--- src/rtl/uart_alu_pkt_ctrl_if.sv ---
// Bundle of the receive-FIFO, transmit-FIFO and ALU signals around the packet controller.
//   master : the controller (pops RX, pushes TX, drives ALU operands, reports busy)
//   slave  : the environment (FIFOs and the combinational ALU)
// Signals:
//   i_rx_empty / i_r_data / o_rd_uart : RX FIFO empty flag, FWFT head byte, pop strobe
//   i_tx_full  / o_w_data / o_wr_uart : TX FIFO full flag, byte to send, push strobe
//   o_op_a / o_op_b / o_op_code       : registered ALU operands and opcode
//   i_result                          : combinational ALU result
//   o_busy                            : controller is not idle
interface uart_alu_pkt_ctrl_if #(
  parameter int unsigned DATA_BITS   = 8,
  parameter int unsigned OPCODE_BITS = 6,
  parameter int unsigned OP_BYTES    = 2
);
  localparam int unsigned W = OP_BYTES * DATA_BITS;

  logic                   i_rx_empty;
  logic [DATA_BITS-1:0]   i_r_data;
  logic                   o_rd_uart;
  logic                   i_tx_full;
  logic [DATA_BITS-1:0]   o_w_data;
  logic                   o_wr_uart;
  logic [W-1:0]           o_op_a;
  logic [W-1:0]           o_op_b;
  logic [OPCODE_BITS-1:0] o_op_code;
  logic [W-1:0]           i_result;
  logic                   o_busy;

  modport master (
    input  i_rx_empty, i_r_data, i_tx_full, i_result,
    output o_rd_uart, o_w_data, o_wr_uart, o_op_a, o_op_b, o_op_code, o_busy
  );

  modport slave (
    output i_rx_empty, i_r_data, i_tx_full, i_result,
    input  o_rd_uart, o_w_data, o_wr_uart, o_op_a, o_op_b, o_op_code, o_busy
  );
endinterface

--- src/rtl/uart_alu_pkt_ctrl.sv ---
// Packet controller between a UART (RX/TX FIFOs) and a combinational ALU.
// Receives SYNC, OPC, A (LSB first), B (LSB first), CHK; checks the XOR checksum and
// opcode range, runs the ALU for one cycle and replies with a status byte followed, on
// success, by the result (LSB first). Inter-byte silence inside a packet is bounded by
// TIMEOUT cycles.
// Ports:
//   i_clk   : clock, rising edge
//   i_reset : synchronous active-low reset
//   bus     : uart_alu_pkt_ctrl_if.master (FIFO handshakes, ALU operands/result, busy)
module uart_alu_pkt_ctrl #(
  parameter int unsigned          DATA_BITS   = 8,
  parameter int unsigned          OPCODE_BITS = 6,
  parameter int unsigned          OP_BYTES    = 2,
  parameter logic [DATA_BITS-1:0] SYNC_BYTE   = 8'hA5,
  parameter int unsigned          TIMEOUT     = 50000
) (
  input logic                  i_clk,
  input logic                  i_reset,
  uart_alu_pkt_ctrl_if.master  bus
);
  localparam int unsigned W  = OP_BYTES * DATA_BITS;
  localparam int unsigned TW = $clog2(TIMEOUT + 1);
  localparam int unsigned IW = (OP_BYTES > 1) ? $clog2(OP_BYTES) : 1;

  localparam logic [TW-1:0] TmoLimit = TW'(TIMEOUT);
  localparam logic [IW-1:0] LastIdx  = IW'(OP_BYTES - 1);

  localparam logic [DATA_BITS-1:0] StatOk    = DATA_BITS'(0);
  localparam logic [DATA_BITS-1:0] StatCsum  = DATA_BITS'(1);
  localparam logic [DATA_BITS-1:0] StatTmo   = DATA_BITS'(2);
  localparam logic [DATA_BITS-1:0] StatBadOp = DATA_BITS'(3);

  // Receive states occupy the low codes so "receiving" is a simple compare.
  localparam logic [2:0] StIdle   = 3'd0;
  localparam logic [2:0] StOpc    = 3'd1;
  localparam logic [2:0] StOpa    = 3'd2;
  localparam logic [2:0] StOpb    = 3'd3;
  localparam logic [2:0] StChk    = 3'd4;
  localparam logic [2:0] StExec   = 3'd5;
  localparam logic [2:0] StTxStat = 3'd6;
  localparam logic [2:0] StTxRes  = 3'd7;

  logic [2:0]             state_q,   state_d;
  logic [W-1:0]           op_a_q,    op_a_d;
  logic [W-1:0]           op_b_q,    op_b_d;
  logic [OPCODE_BITS-1:0] op_code_q, op_code_d;
  logic                   bad_op_q,  bad_op_d;
  logic [DATA_BITS-1:0]   csum_q,    csum_d;
  logic [IW-1:0]          idx_q,     idx_d;
  logic [TW-1:0]          tmo_q,     tmo_d;
  logic [DATA_BITS-1:0]   status_q,  status_d;
  logic [W-1:0]           res_q,     res_d;

  logic                 rx_state, in_pkt, tx_state, tmo_hit, pop, push;
  logic [DATA_BITS-1:0] w_data;

  assign rx_state = (state_q <= StChk);
  assign in_pkt   = (state_q >= StOpc) && (state_q <= StChk);
  assign tx_state = (state_q == StTxStat) || (state_q == StTxRes);
  assign tmo_hit  = in_pkt && (tmo_q == TmoLimit);

  // Strobes are gated by reset so nothing is popped or pushed while reset is held.
  // A timeout takes priority over a byte that happens to arrive in the same cycle.
  assign pop  = i_reset && rx_state && !bus.i_rx_empty && !tmo_hit;
  assign push = i_reset && tx_state && !bus.i_tx_full;

  always_comb begin
    w_data = '0;
    if (i_reset) begin
      if (state_q == StTxStat)     w_data = status_q;
      else if (state_q == StTxRes) w_data = res_q[DATA_BITS-1:0];
    end
  end

  always_comb begin
    state_d   = state_q;
    op_a_d    = op_a_q;
    op_b_d    = op_b_q;
    op_code_d = op_code_q;
    bad_op_d  = bad_op_q;
    csum_d    = csum_q;
    idx_d     = idx_q;
    tmo_d     = tmo_q;
    status_d  = status_q;
    res_d     = res_q;

    // Silence counter: saturating, cleared by any pop (including SYNC, i.e. entry to OPC).
    if (in_pkt && bus.i_rx_empty && (tmo_q != TmoLimit)) tmo_d = tmo_q + 1'b1;
    if (pop) tmo_d = '0;

    case (state_q)
      StIdle: begin
        if (pop && (bus.i_r_data == SYNC_BYTE)) begin
          csum_d  = '0;
          state_d = StOpc;
        end
      end

      StOpc: begin
        if (tmo_hit) begin
          status_d = StatTmo;
          state_d  = StTxStat;
        end else if (pop) begin
          op_code_d = bus.i_r_data[OPCODE_BITS-1:0];
          bad_op_d  = |(bus.i_r_data >> OPCODE_BITS);
          csum_d    = csum_q ^ bus.i_r_data;
          idx_d     = '0;
          state_d   = StOpa;
        end
      end

      StOpa: begin
        if (tmo_hit) begin
          status_d = StatTmo;
          state_d  = StTxStat;
        end else if (pop) begin
          for (int unsigned k = 0; k < OP_BYTES; k++) begin
            if (idx_q == IW'(k)) op_a_d[k*DATA_BITS +: DATA_BITS] = bus.i_r_data;
          end
          csum_d = csum_q ^ bus.i_r_data;
          if (idx_q == LastIdx) begin
            idx_d   = '0;
            state_d = StOpb;
          end else begin
            idx_d = idx_q + 1'b1;
          end
        end
      end

      StOpb: begin
        if (tmo_hit) begin
          status_d = StatTmo;
          state_d  = StTxStat;
        end else if (pop) begin
          for (int unsigned k = 0; k < OP_BYTES; k++) begin
            if (idx_q == IW'(k)) op_b_d[k*DATA_BITS +: DATA_BITS] = bus.i_r_data;
          end
          csum_d = csum_q ^ bus.i_r_data;
          if (idx_q == LastIdx) begin
            idx_d   = '0;
            state_d = StChk;
          end else begin
            idx_d = idx_q + 1'b1;
          end
        end
      end

      StChk: begin
        if (tmo_hit) begin
          status_d = StatTmo;
          state_d  = StTxStat;
        end else if (pop) begin
          if (bus.i_r_data != csum_q) begin
            status_d = StatCsum;
            state_d  = StTxStat;
          end else if (bad_op_q) begin
            status_d = StatBadOp;
            state_d  = StTxStat;
          end else begin
            state_d = StExec;
          end
        end
      end

      StExec: begin
        res_d    = bus.i_result;
        status_d = StatOk;
        state_d  = StTxStat;
      end

      StTxStat: begin
        if (push) begin
          if (status_q == StatOk) begin
            idx_d   = '0;
            state_d = StTxRes;
          end else begin
            state_d = StIdle;
          end
        end
      end

      StTxRes: begin
        // Shift so the next byte to send is always in the low lane.
        if (push) begin
          res_d = res_q >> DATA_BITS;
          if (idx_q == LastIdx) begin
            idx_d   = '0;
            state_d = StIdle;
          end else begin
            idx_d = idx_q + 1'b1;
          end
        end
      end

      default: state_d = StIdle;
    endcase
  end

  always_ff @(posedge i_clk) begin
    if (!i_reset) begin
      state_q   <= StIdle;
      op_a_q    <= '0;
      op_b_q    <= '0;
      op_code_q <= '0;
      bad_op_q  <= 1'b0;
      csum_q    <= '0;
      idx_q     <= '0;
      tmo_q     <= '0;
      status_q  <= '0;
      res_q     <= '0;
    end else begin
      state_q   <= state_d;
      op_a_q    <= op_a_d;
      op_b_q    <= op_b_d;
      op_code_q <= op_code_d;
      bad_op_q  <= bad_op_d;
      csum_q    <= csum_d;
      idx_q     <= idx_d;
      tmo_q     <= tmo_d;
      status_q  <= status_d;
      res_q     <= res_d;
    end
  end

  assign bus.o_rd_uart = pop;
  assign bus.o_wr_uart = push;
  assign bus.o_w_data  = w_data;
  assign bus.o_op_a    = op_a_q;
  assign bus.o_op_b    = op_b_q;
  assign bus.o_op_code = op_code_q;
  assign bus.o_busy    = (state_q != StIdle);
endmodule

--- src/flat_wrapper.sv ---
// flat-port wrapper written by rule: the top's interface ports become plain ports
module uart_alu_pkt_ctrl_flat 
#(
  parameter int unsigned          DATA_BITS   = 8,
  parameter int unsigned          OPCODE_BITS = 6,
  parameter int unsigned          OP_BYTES    = 2,
  parameter logic [DATA_BITS-1:0] SYNC_BYTE   = 8'hA5,
  parameter int unsigned          TIMEOUT     = 50000
)
  (i_clk, i_reset, bus_i_rx_empty, bus_i_r_data, bus_i_tx_full, bus_i_result, bus_o_rd_uart, bus_o_w_data, bus_o_wr_uart, bus_o_op_a, bus_o_op_b, bus_o_op_code, bus_o_busy);
  uart_alu_pkt_ctrl_if #(.DATA_BITS(DATA_BITS), .OPCODE_BITS(OPCODE_BITS), .OP_BYTES(OP_BYTES)) bus_i ();
  input logic i_clk;
  input logic i_reset;
  input wire logic [$bits(bus_i.i_rx_empty)-1:0] bus_i_rx_empty;
  input wire logic [$bits(bus_i.i_r_data)-1:0] bus_i_r_data;
  input wire logic [$bits(bus_i.i_tx_full)-1:0] bus_i_tx_full;
  input wire logic [$bits(bus_i.i_result)-1:0] bus_i_result;
  output wire logic [$bits(bus_i.o_rd_uart)-1:0] bus_o_rd_uart;
  output wire logic [$bits(bus_i.o_w_data)-1:0] bus_o_w_data;
  output wire logic [$bits(bus_i.o_wr_uart)-1:0] bus_o_wr_uart;
  output wire logic [$bits(bus_i.o_op_a)-1:0] bus_o_op_a;
  output wire logic [$bits(bus_i.o_op_b)-1:0] bus_o_op_b;
  output wire logic [$bits(bus_i.o_op_code)-1:0] bus_o_op_code;
  output wire logic [$bits(bus_i.o_busy)-1:0] bus_o_busy;
  assign bus_i.i_rx_empty = bus_i_rx_empty;
  assign bus_i.i_r_data = bus_i_r_data;
  assign bus_i.i_tx_full = bus_i_tx_full;
  assign bus_i.i_result = bus_i_result;
  assign bus_o_rd_uart = bus_i.o_rd_uart;
  assign bus_o_w_data = bus_i.o_w_data;
  assign bus_o_wr_uart = bus_i.o_wr_uart;
  assign bus_o_op_a = bus_i.o_op_a;
  assign bus_o_op_b = bus_i.o_op_b;
  assign bus_o_op_code = bus_i.o_op_code;
  assign bus_o_busy = bus_i.o_busy;
  uart_alu_pkt_ctrl #(.DATA_BITS(DATA_BITS), .OPCODE_BITS(OPCODE_BITS), .OP_BYTES(OP_BYTES), .SYNC_BYTE(SYNC_BYTE), .TIMEOUT(TIMEOUT)) u_core (.i_clk(i_clk), .i_reset(i_reset), .bus(bus_i));
endmodule
--- config.mk ---
export PLATFORM = sky130hd
export DESIGN_NAME = uart_alu_pkt_ctrl_flat
export DESIGN_NICKNAME = d
export VERILOG_FILES = /design/src/rtl/uart_alu_pkt_ctrl_if.sv /design/src/rtl/uart_alu_pkt_ctrl.sv /design/src/flat_wrapper.sv
export SDC_FILE = /design/constraint.sdc
export NUM_CORES = 1
export LEC_CHECK = 0
export BUFFER_PORTS_ARGS = -buffer_cell sky130_fd_sc_hd__buf_2
export CORE_AREA = 2 2 89 91
export DETAILED_ROUTE_END_ITERATION = 7
export DIE_AREA = 0 0 91 93
export GPL_TIMING_DRIVEN = 0
export HOLD_SLACK_MARGIN = 0.1
export PLACE_DENSITY = 0.87
export SLEW_MARGIN = 20
export SYNTH_ARGS = -nofsm -noshare
export SYNTH_HDL_FRONTEND = slang
export SYNTH_SLANG_ARGS = --single-unit
--- constraint.sdc ---
create_clock -name i_clk -period 3.83 [get_ports i_clk]
set_input_delay 0.383 -clock i_clk [delete_from_list [all_inputs] [get_ports i_clk]]
set_output_delay 0.383 -clock i_clk [all_outputs]
set_load 0.01 [all_outputs]
# --- Word level (Yosys, flattened, before mapping) ---
# Cells that the tools add are included.
totals:
  regBits: 91
  latch_bits: 0
  ram_bits: 0
  rom_bits: 0
  inputBits: 28
  output_inout_bits: 49
  elab_cells: 127
  n_memories: 0
classes:
  add_sub_neg: 2
  mul: 0
  div_mod_pow: 0
  order_cmp: 2
  n_eq_ne: 30
  n_shift: 0
  mux: 42
  bitwise: 4
  n_reduce_logical: 35
op_table:
  columns: ["operator", "n"]
  rows:
  - ["8-bit two-way mux", 11]
  - ["3-bit two-way mux", 16]
  - ["16-bit one-hot mux with 2 select lines", 1]
  - ["3-bit one-hot mux with 8 select lines", 1]
  - ["8-bit one-hot mux with 3 select lines", 1]
  - ["4-bit AND reduction", 6]
  - ["3-bit by 1-bit inequality test with 1-bit output, second input constant", 6]
  - ["16-bit by 1-bit adder with 16-bit output, second input constant", 1]
  - ["16-bit == test, second input constant", 1]
  - ["16-bit two-way mux", 1]
  - ["16-bit inequality test, second input constant", 1]
  - ["8-bit one-hot mux with 2 select lines", 1]
  - ["3-bit == test, second input constant", 4]
  - ["2-bit by 1-bit inequality test with 1-bit output, second input constant", 6]
  - ["2-bit inequality test, second input constant", 6]
  - ["1-bit logical AND", 10]
  - ["10-bit AND reduction", 1]
  - ["8-bit == test, second input constant", 1]
  - ["8-bit logical NOT", 1]
  - ["1-bit two-way mux", 8]
  - ["8-bit inequality test", 1]
  - ["8-bit AND reduction", 1]
  - ["8-bit bitwise XOR", 1]
  - ["3-bit by 2-bit == test with 1-bit output, second input constant", 2]
  - ["18 further kinds", 26]

# --- Logic depth before layout (Yosys ltp) ---
# Gate-level depths: netlist of run 1.
logic_depth:
  depth_word: 8
  depth_mapped: 9
  depth_no_buf: 7

# --- Least setup slack after synthesis of run 1 ---
# OpenSTA, ideal clock, no wires.
synth_path:
  path_type: "input port to flip-flop"
  from: "in bus_i_r_data[2]"
  to: "reg u_core.status_q[1]"
  setup_time_ps: 121
  arrival_ps: 1895
  required_ps: 3709
  setup_slack_ps: 1814
  cell_stages: 6
  n_path_buf: 1
  path_cell_list: "buf_4 nor2b_4 or4_4 or4_4 o31ai_2 a21oi_1"
synth_via:
  elab_chain_len: 5
  word_cells_on_any_way: 7
  classes_between: "eq/ne (2); mux (4); reduce/logical (1)"
synth_lines:
  columns: ["item", "line_no", "rtl"]
  rows:
  - ["from (decl)", "flat_wrapper.sv:15", "input wire logic [$bits(bus_i.i_r_data)-1:0] bus_i_r_data;"]
  - ["8-bit inequality test *", "uart_alu_pkt_ctrl.sv:153", "if (bus.i_r_data != csum_q) begin"]
  - ["8-bit two-way mux", "uart_alu_pkt_ctrl.sv:153", null]
  - ["8-bit two-way mux", "uart_alu_pkt_ctrl.sv:152", "end else if (pop) begin"]
  - ["8-bit two-way mux", "uart_alu_pkt_ctrl.sv:149", "if (tmo_hit) begin"]
  - ["8-bit one-hot mux with 3 select lines", "uart_alu_pkt_ctrl.sv:91", "case (state_q)"]
  - ["to (signal assigned)", "uart_alu_pkt_ctrl.sv:220", "status_q <= status_d;"]
  - ["to (decl)", "uart_alu_pkt_ctrl.sv:51", "logic [DATA_BITS-1:0] status_q, status_d;"]
# Mark *: on every way between the ends. The rest lies on a longest branch, timed or not. The select of a mux whose other input is x is not followed.
# A chain may end at the register's enable or synchronous reset.

# --- Worst setup path in the final report of run 1 ---
layout_path:
  from: "reg u_core.state_q[1]"
  to: "out bus_o_w_data[4]"
layout_via:
  elab_chain_len: 4
  word_cells_on_any_way: 5
  classes_between: "eq/ne (2); mux (3)"
layout_lines:
  columns: ["item", "line_no", "rtl"]
  rows:
  - ["from (decl)", "uart_alu_pkt_ctrl.sv:43", "logic [2:0] state_q, state_d;"]
  - ["from (signal assigned)", "uart_alu_pkt_ctrl.sv:201", "state_q <= StIdle;"]
  - ["from (signal assigned)", "uart_alu_pkt_ctrl.sv:212", "state_q <= state_d;"]
  - ["3-bit == test", "uart_alu_pkt_ctrl.sv:71", "else if (state_q == StTxRes) w_data = res_q[DATA_BITS-1:0];"]
  - ["8-bit two-way mux", "uart_alu_pkt_ctrl.sv:71", null]
  - ["8-bit two-way mux *", "uart_alu_pkt_ctrl.sv:70", "if (state_q == StTxStat) w_data = status_q;"]
  - ["8-bit two-way mux *", "uart_alu_pkt_ctrl.sv:69", "if (i_reset) begin"]
  - ["to (decl)", "flat_wrapper.sv:19", "output wire logic [$bits(bus_i.o_w_data)-1:0] bus_o_w_data;"]
# Mark *: on every way between the ends. The rest lies on a longest branch, timed or not.

==> out/metrics.csv, run 1 <==
stage;metric;value;unit
outcome;status;complete, no violations;
layout;final_common_cell;dfxtp_1;
critical_path;worst_ep_arrival_time;2.28;ns
layout;fin_util;0.651;
synth;syn-instance-count;501;
sta;grt_setup_unrepaired;no;
clock_tree;numCtsBuffers;9;
synth;synth-main-ff-cell;dfxtp_1;
sta;finalSetupTns;0;ns
clock_tree;h-tree-depth;3;
sta;finClkSkew;0.0124;ns
global_routing;grt_use_total;0.261;
sta;fin_crit;2.67;ns
floorplan;die-area;8460;um2
synth;yosysSeqAreaShare;0.404;
synth;synth_seq_cells;85;
sta;holdWs;0.273;ns
layout;final_cell_mix;85 x dfxtp_1, 75 x nand2_1, 70 x buf_2, 34 x nor2_1, 31 x o21ai_0;
clock_tree;clk_pin_slew_worst_paths;0.09;ns
layout;drive_gt1_frac;0.185;
clock_tree;cts-root-buf;clkbuf_8;
power;p_total;2.27;mW
global_routing;grt_antenna_before_repair;0;
sta;drv_slew;0;
job;drv_cap;0;
layout;multi_input_area;2290;um2
clock_tree;post-cts-setup-buffer-count;0;
layout;fillCellCount;646;
clock_tree;cts_tree;yes;
layout;postLayoutCellArea;4900;um2
drt;wirelength;10.7;mm
clock_tree;clk_latency;0.37;ns
drt;dr.pass1.iters;5;
critical_path;cp-start-kind;flop;
synth;yosys.area.top_type;dfxtp_1;
drt;dr.first_iter.drc_count;206;
placed_design;placedCellCount;669;
global_routing;gr-total-overflow;0;
synth;syn-num-nets;531;
drt;wl_per_cell;15.7;um
floorplan;floorplan.initialDensity;0.560;
sta;fmax;375;MHz
global_routing;grt_pass1_wl;17.7;mm
sta;relSlewSlack;0.578;
synth;syn_area;4210;um2
sta;setup_viol;0;
synth;synth_area_leaders;dfxtp_1 40%, nand2_1 6.7%, mux2i_1 5.9%;
sta;finalCritPeriodShare;0.696;
critical_path;required;3.45;ns
drt;antenna_left;0;
placed_design;place.gp.congestion;0.941;
drt;via_per_inst;5.75;
placed_design;io_buffers;66;
layout;nNetsFinal;608;
layout;final_cells;685;
min_path;hold_path.class;primary input to flop;
drt;drc;0;
floorplan;core_region_area;7530;um2
floorplan;die_h;93;um
power;ir_drop;234;uV
global_routing;grt_max_degree;17;
critical_path;path_max_fanout;10;
floorplan;boundaryPins;77;
synth;synth_edf_count;0;
critical_path;path_class;flop to primary output;
power;p_per_area;463;nW/um2
critical_path;crit_path_end_kind;primary output;
global_routing;grt_pass1_vias;3727;
sta;layout_setup_ws;1.16;ns
placed_design;dpl.hpwl;7.69;mm
clock_tree;clock_path_buffers;2;
placed_design;post-place-ws;1.56;ns
placed_design;place_area;4670;um2
synth;avgSynthCellArea;8.41;um2
synth;ys_types;56;
layout;area_delta_synth_final;16.3;%
clock_tree;postCtsHoldBufs;0;
clock_tree;clkSinkCount;85;
drt;vias;3940;
floorplan;fp.dieW;91;um
clock_tree;cts_resized;0;
layout;seq_area;1700;um2
synth;synth_top_cell_area_share;0.404;
power;p_leak;2.09;nW
layout;diodes;0;
synth;synthArstFlopShare;0;
sta;finalHoldViolCount;0;
sta;tightestPinTransition;0.629;ns
floorplan;rows;32;
synth;yosys_warnings;0;
-- worst max-delay path, cell delays in order, from the launching register on --
cell and delay [ns]:
dfxtp_1 0.45, clkbuf_1 0.32, nand2_1 0.16, nor2_1 0.28
clkbuf_1 0.36, and3_1 0.22, buf_2 0.13
-- cells in the mapped netlist (all sizes together), types with 2 or more instances --
master	count
a211o	2
a211oi	2
a21boi	10
a21oi	14
a31oi	7
and2	4
and3	8
and4	3
and4bb	4
buf	9
clkbuf	26
dfxtp	85
ha	2
inv	15
mux2i	25
nand2	75
nand2b	5
nand3	26
nand4	5
nor2	34
nor2b	30
nor3	16
nor3b	3
nor4	4
nor4b	2
o211a	8
o211ai	3
o21a	3
o21ai	32
o221ai	2
o22ai	2
or3	2
or4	2
xnor2	12
xor2	7
-- state kept, by name, indices dropped and copies added (netlist names) --
signal / flops
u_core.bus.o_op_a: 16
u_core.bus.o_op_b: 16
u_core.res_q: 16
u_core.tmo_q: 16
u_core.csum_q: 8
u_core.bus.o_op_code: 6
u_core.state_q: 3
u_core.status_q: 2
u_core.bad_op_q: 1
u_core.idx_q: 1
-- power breakdown --
group	leakage [nW]	total, mW	internal (mW)	switching, mW
Clock	0.112	0.736	0.378	0.359
Sequential	0.686	0.980	0.931	0.0491
Combinational	1.29	0.555	0.210	0.345
Total	2.09	2.27	1.52	0.753
-- logic make-up (layout without fill, tap and decap cells) --
logic type | count (synthesis) | count (layout) | synth area share
AO/OA/AOI/OAI | 93 | 93 | 0.152
multiplexers | 25 | 25 | 0.0594
adder cells (fa/ha/maj) | 3 | 3 | 0.00861
buffers and inverters | 50 | 132 | 0.0520
XOR/XNOR | 19 | 19 | 0.0395
flip-flops | 85 | 85 | 0.404
AND/OR/NAND/NOR | 226 | 226 | 0.285
-- cell type report --
cell class,count,area share
sequential,85,0.347
clock inverter,7,0.0214
multi-input combinational,366,0.468
inverter,15,0.0115
clock buffer,9,0.0253
tap,102,0.0260
timing repair buffer,66,0.0674
buffer,35,0.0332
-- final timing paths --
check                  startpoint                    to  slack (ns)  cells after the start
max             u_core.state_q[1]       bus_o_w_data[4]        1.16                      6
min               bus_i_result[9]       u_core.res_q[9]        0.27                      3
max reg2reg       u_core.tmo_q[0]       u_core.tmo_q[7]        1.64                      9
min reg2reg  u_core.bus.o_op_b[6]  u_core.bus.o_op_b[6]        0.46                      2
-- layer usage --
layer | GRT usage | share of wire
met4 | 0.104 | 0.025
met5 | 0 | 0
met3 | 0.0564 | 0.066
met2 | 0.435 | 0.49
met1 | 0.331 | 0.42
No activity file was read; power rests on OpenSTA's default activity.
==> run 2, diff against run 1 <==
--- a/config.mk
+++ b/config.mk
@@ -6,12 +6,12 @@
 export NUM_CORES = 1
 export LEC_CHECK = 0
 export BUFFER_PORTS_ARGS = -buffer_cell sky130_fd_sc_hd__buf_2
-export CORE_AREA = 2 2 89 91
+export CORE_AREA = 2 2 95 97
 export DETAILED_ROUTE_END_ITERATION = 7
-export DIE_AREA = 0 0 91 93
+export DIE_AREA = 0 0 97 99
 export GPL_TIMING_DRIVEN = 0
 export HOLD_SLACK_MARGIN = 0.1
-export PLACE_DENSITY = 0.87
+export PLACE_DENSITY = 0.81
 export SLEW_MARGIN = 20
 export SYNTH_ARGS = -nofsm -noshare
 export SYNTH_HDL_FRONTEND = slang
==> constraint.sdc (replaced) <==
create_clock -name i_clk -period 2.27 [get_ports i_clk]
set_input_delay 0.227 -clock i_clk [delete_from_list [all_inputs] [get_ports i_clk]]
set_output_delay 0.227 -clock i_clk [all_outputs]
set_load 0.01 [all_outputs]
==> out/metrics.csv, run 2 (same netlist as run 1, synthesis figures left out) <==
stage;metric;value;unit
power;combPwrFrac;0.254;
clock_tree;numCtsBuffers;9;
floorplan;boundaryPins;77;
sta;finalSetupTns;0;ns
critical_path;crit_path_end_kind;flop;
clock_tree;h-tree-depth;3;
layout;final_common_cell;dfxtp_1;
clock_tree;clk_pin_slew_worst_paths;0.10;ns
critical_path;critPathMaxStageDelay;0.55;ns
drt;drc;0;
critical_path;cp_slowest_cell;nand3_1;
critical_path;path_buf_inv;1;
layout;fin_util;0.579;
power;pwr-share-seq;0.439;
clock_tree;clk_latency;0.36;ns
critical_path;path_max_fanout;8;
drt;wl_per_cell;15.5;um
power;p_leak;2.12;nW
job;drv_cap;0;
layout;area_delta_synth_final;17.5;%
critical_path;rrSetupSlack;0.08;ns
floorplan;die_h;99;um
drt;antenna_left;0;
clock_tree;clock_path_buffers;2;
clock_tree;cts-root-buf;clkbuf_8;
clock_tree;postCtsHoldBufs;0;
sta;fmax;456;MHz
placed_design;dpl.hpwl;7.43;mm
sta;finClkSkew;0.0131;ns
sta;fin_crit;2.19;ns
drt;dr.pass1.iters;5;
global_routing;grt_max_degree;18;
placed_design;post-place-ws;0.0185;ns
layout;final_cell_mix;81 x dfxtp_1, 75 x nand2_1, 70 x buf_2, 32 x nor2_1, 31 x o21ai_0;
floorplan;fp.dieW;97;um
placed_design;place.gp.congestion;0.915;
power;ir_drop;410;uV
sta;relSlewSlack;0.601;
critical_path;reg2regPathDepth;7;
layout;diodes;0;
critical_path;path_class;flop to flop;
layout;seq_area;1710;um2
power;p_per_area;760;nW/um2
critical_path;required;2.53;ns
layout;fillCellCount;765;
power;switchingPower;1.30;mW
sta;finalCritPeriodShare;0.967;
outcome;status;complete, no violations;
layout;drive_gt1_frac;0.210;
sta;setup_viol;0;
global_routing;grt_pass1_vias;3589;
sta;tightestPinTransition;0.597;ns
placed_design;io_buffers;66;
critical_path;cpLargestDelayFamily;simple AND/OR/NAND/NOR gates;
sta;drv_slew;0;
critical_path;worst_ep_arrival_time;2.45;ns
drt;vias;3987;
global_routing;grt_pass1_wl;17.4;mm
power;p_clk_frac;0.308;
sta;layout_setup_ws;0.0757;ns
floorplan;floorplan.initialDensity;0.493;
floorplan;rows;34;
floorplan;die-area;9600;um2
min_path;holdCritStartpoint;bus_i_result[9];
drt;via_per_inst;5.74;
drt;dr.first_iter.drc_count;215;
sta;finalHoldViolCount;0;
power;internal-power;2.47;mW
drt;wirelength;10.8;mm
global_routing;grt_antenna_before_repair;0;
min_path;hold-path-endpoint;u_core.res_q[9];
layout;multi_input_area;2310;um2
clock_tree;clkSinkCount;85;
clock_tree;cts_tree;yes;
global_routing;grt_use_total;0.220;
critical_path;path_cells;inv_1, ha_2, nor3b_2, nand4_1, nand3_1, mux2i_1, nor2b_1;
floorplan;core_region_area;8550;um2
power;switching_share;0.344;
critical_path;r2r-end;u_core.bus.o_op_a[12];
critical_path;r2r-start;u_core.tmo_q[1];
min_path;whs_path_depth;3;
global_routing;gr-total-overflow;0;
critical_path;cp-start-kind;flop;
layout;nNetsFinal;612;
min_path;hold_path.class;primary input to flop;
## run 2: worst register-to-register path, delay by kind of cell (launching register included)
| family | cells | cell delay (ns) |
|---|---|---|
| and+or+nand+nor | 4 | 1.22 |
| DFF | 1 | 0.33 |
| muxes | 1 | 0.30 |
| adders and majority gates | 1 | 0.18 |
| buffers and inverters | 1 | 0.08 |
## run 2: layout make-up
| type | instances | area share |
|---|---|---|
| repair buffers | 70 | 0.0728 |
| clock buffers | 9 | 0.0250 |
| well taps | 108 | 0.0273 |
| inverters | 15 | 0.0114 |
| flip-flops and latches | 85 | 0.345 |
| multi-input cells | 366 | 0.467 |
| plain buffers | 35 | 0.0341 |
| clock inverters | 7 | 0.0174 |
## run 2: power by group through the flow
| stage | clock [mW] | combinational, mW | sequential [mW] |
|---|---|---|---|
| floorplan | 0 | 0.683 | 1.68 |
| global placement | 0 | 0.891 | 1.68 |
| finish | 1.16 | 0.956 | 1.65 |
| CTS | 1.17 | 0.929 | 1.65 |
| global route | 1.23 | 1.03 | 1.66 |
| detailed placement | 0 | 0.914 | 1.68 |
## run 2: how the worst max path moves through the flow
stage / from / depth (start not counted) / end
3_3_place_gp: u_core.tmo_q[0] / 9 / u_core.tmo_q[1]
3_5_place_dp: u_core.tmo_q[0] / 7 / u_core.bus.o_op_a[12]
2_1_floorplan: u_core.tmo_q[0] / 9 / u_core.tmo_q[5]
6_report: u_core.tmo_q[1] / 7 / u_core.bus.o_op_a[12]
4_1_cts: u_core.state_q[1] / 6 / bus_o_w_data[7]
5_1_grt: u_core.tmo_q[1] / 10 / u_core.bus.o_op_b[5]
## run 2: what timing repair did
action	in CTS	in global routing
hold endpoints to repair	0	0
resized for setup	6	9
pin swaps	2	4
setup endpoints to repair	8	31
buffers inserted	4	0
## run 2: routing by layer
metal | GRT usage | vias to the layer above | wire length, um
li1 | - | 1895 | -
met1 | 0.291 | 1879 | 4650
met2 | 0.363 | 178 | 5120
met3 | 0.0319 | 35 | 735
met4 | 0.0878 | 0 | 257
met5 | 0 | - | 0
## run 2: metrics by stage
stage | hold slack [ns] | instances | total power, mW | cell area, um2
global placement | 0.441 | 675 | 2.57 | 4680
floorplan | 0.385 | 501 | 2.36 | 4210
global route | 0.137 | 695 | 3.92 | 4950
detailed placement | 0.447 | 675 | 2.60 | 4680
CTS | 0.119 | 695 | 3.75 | 4930
finish | 0.124 | 695 | 3.76 | 4950
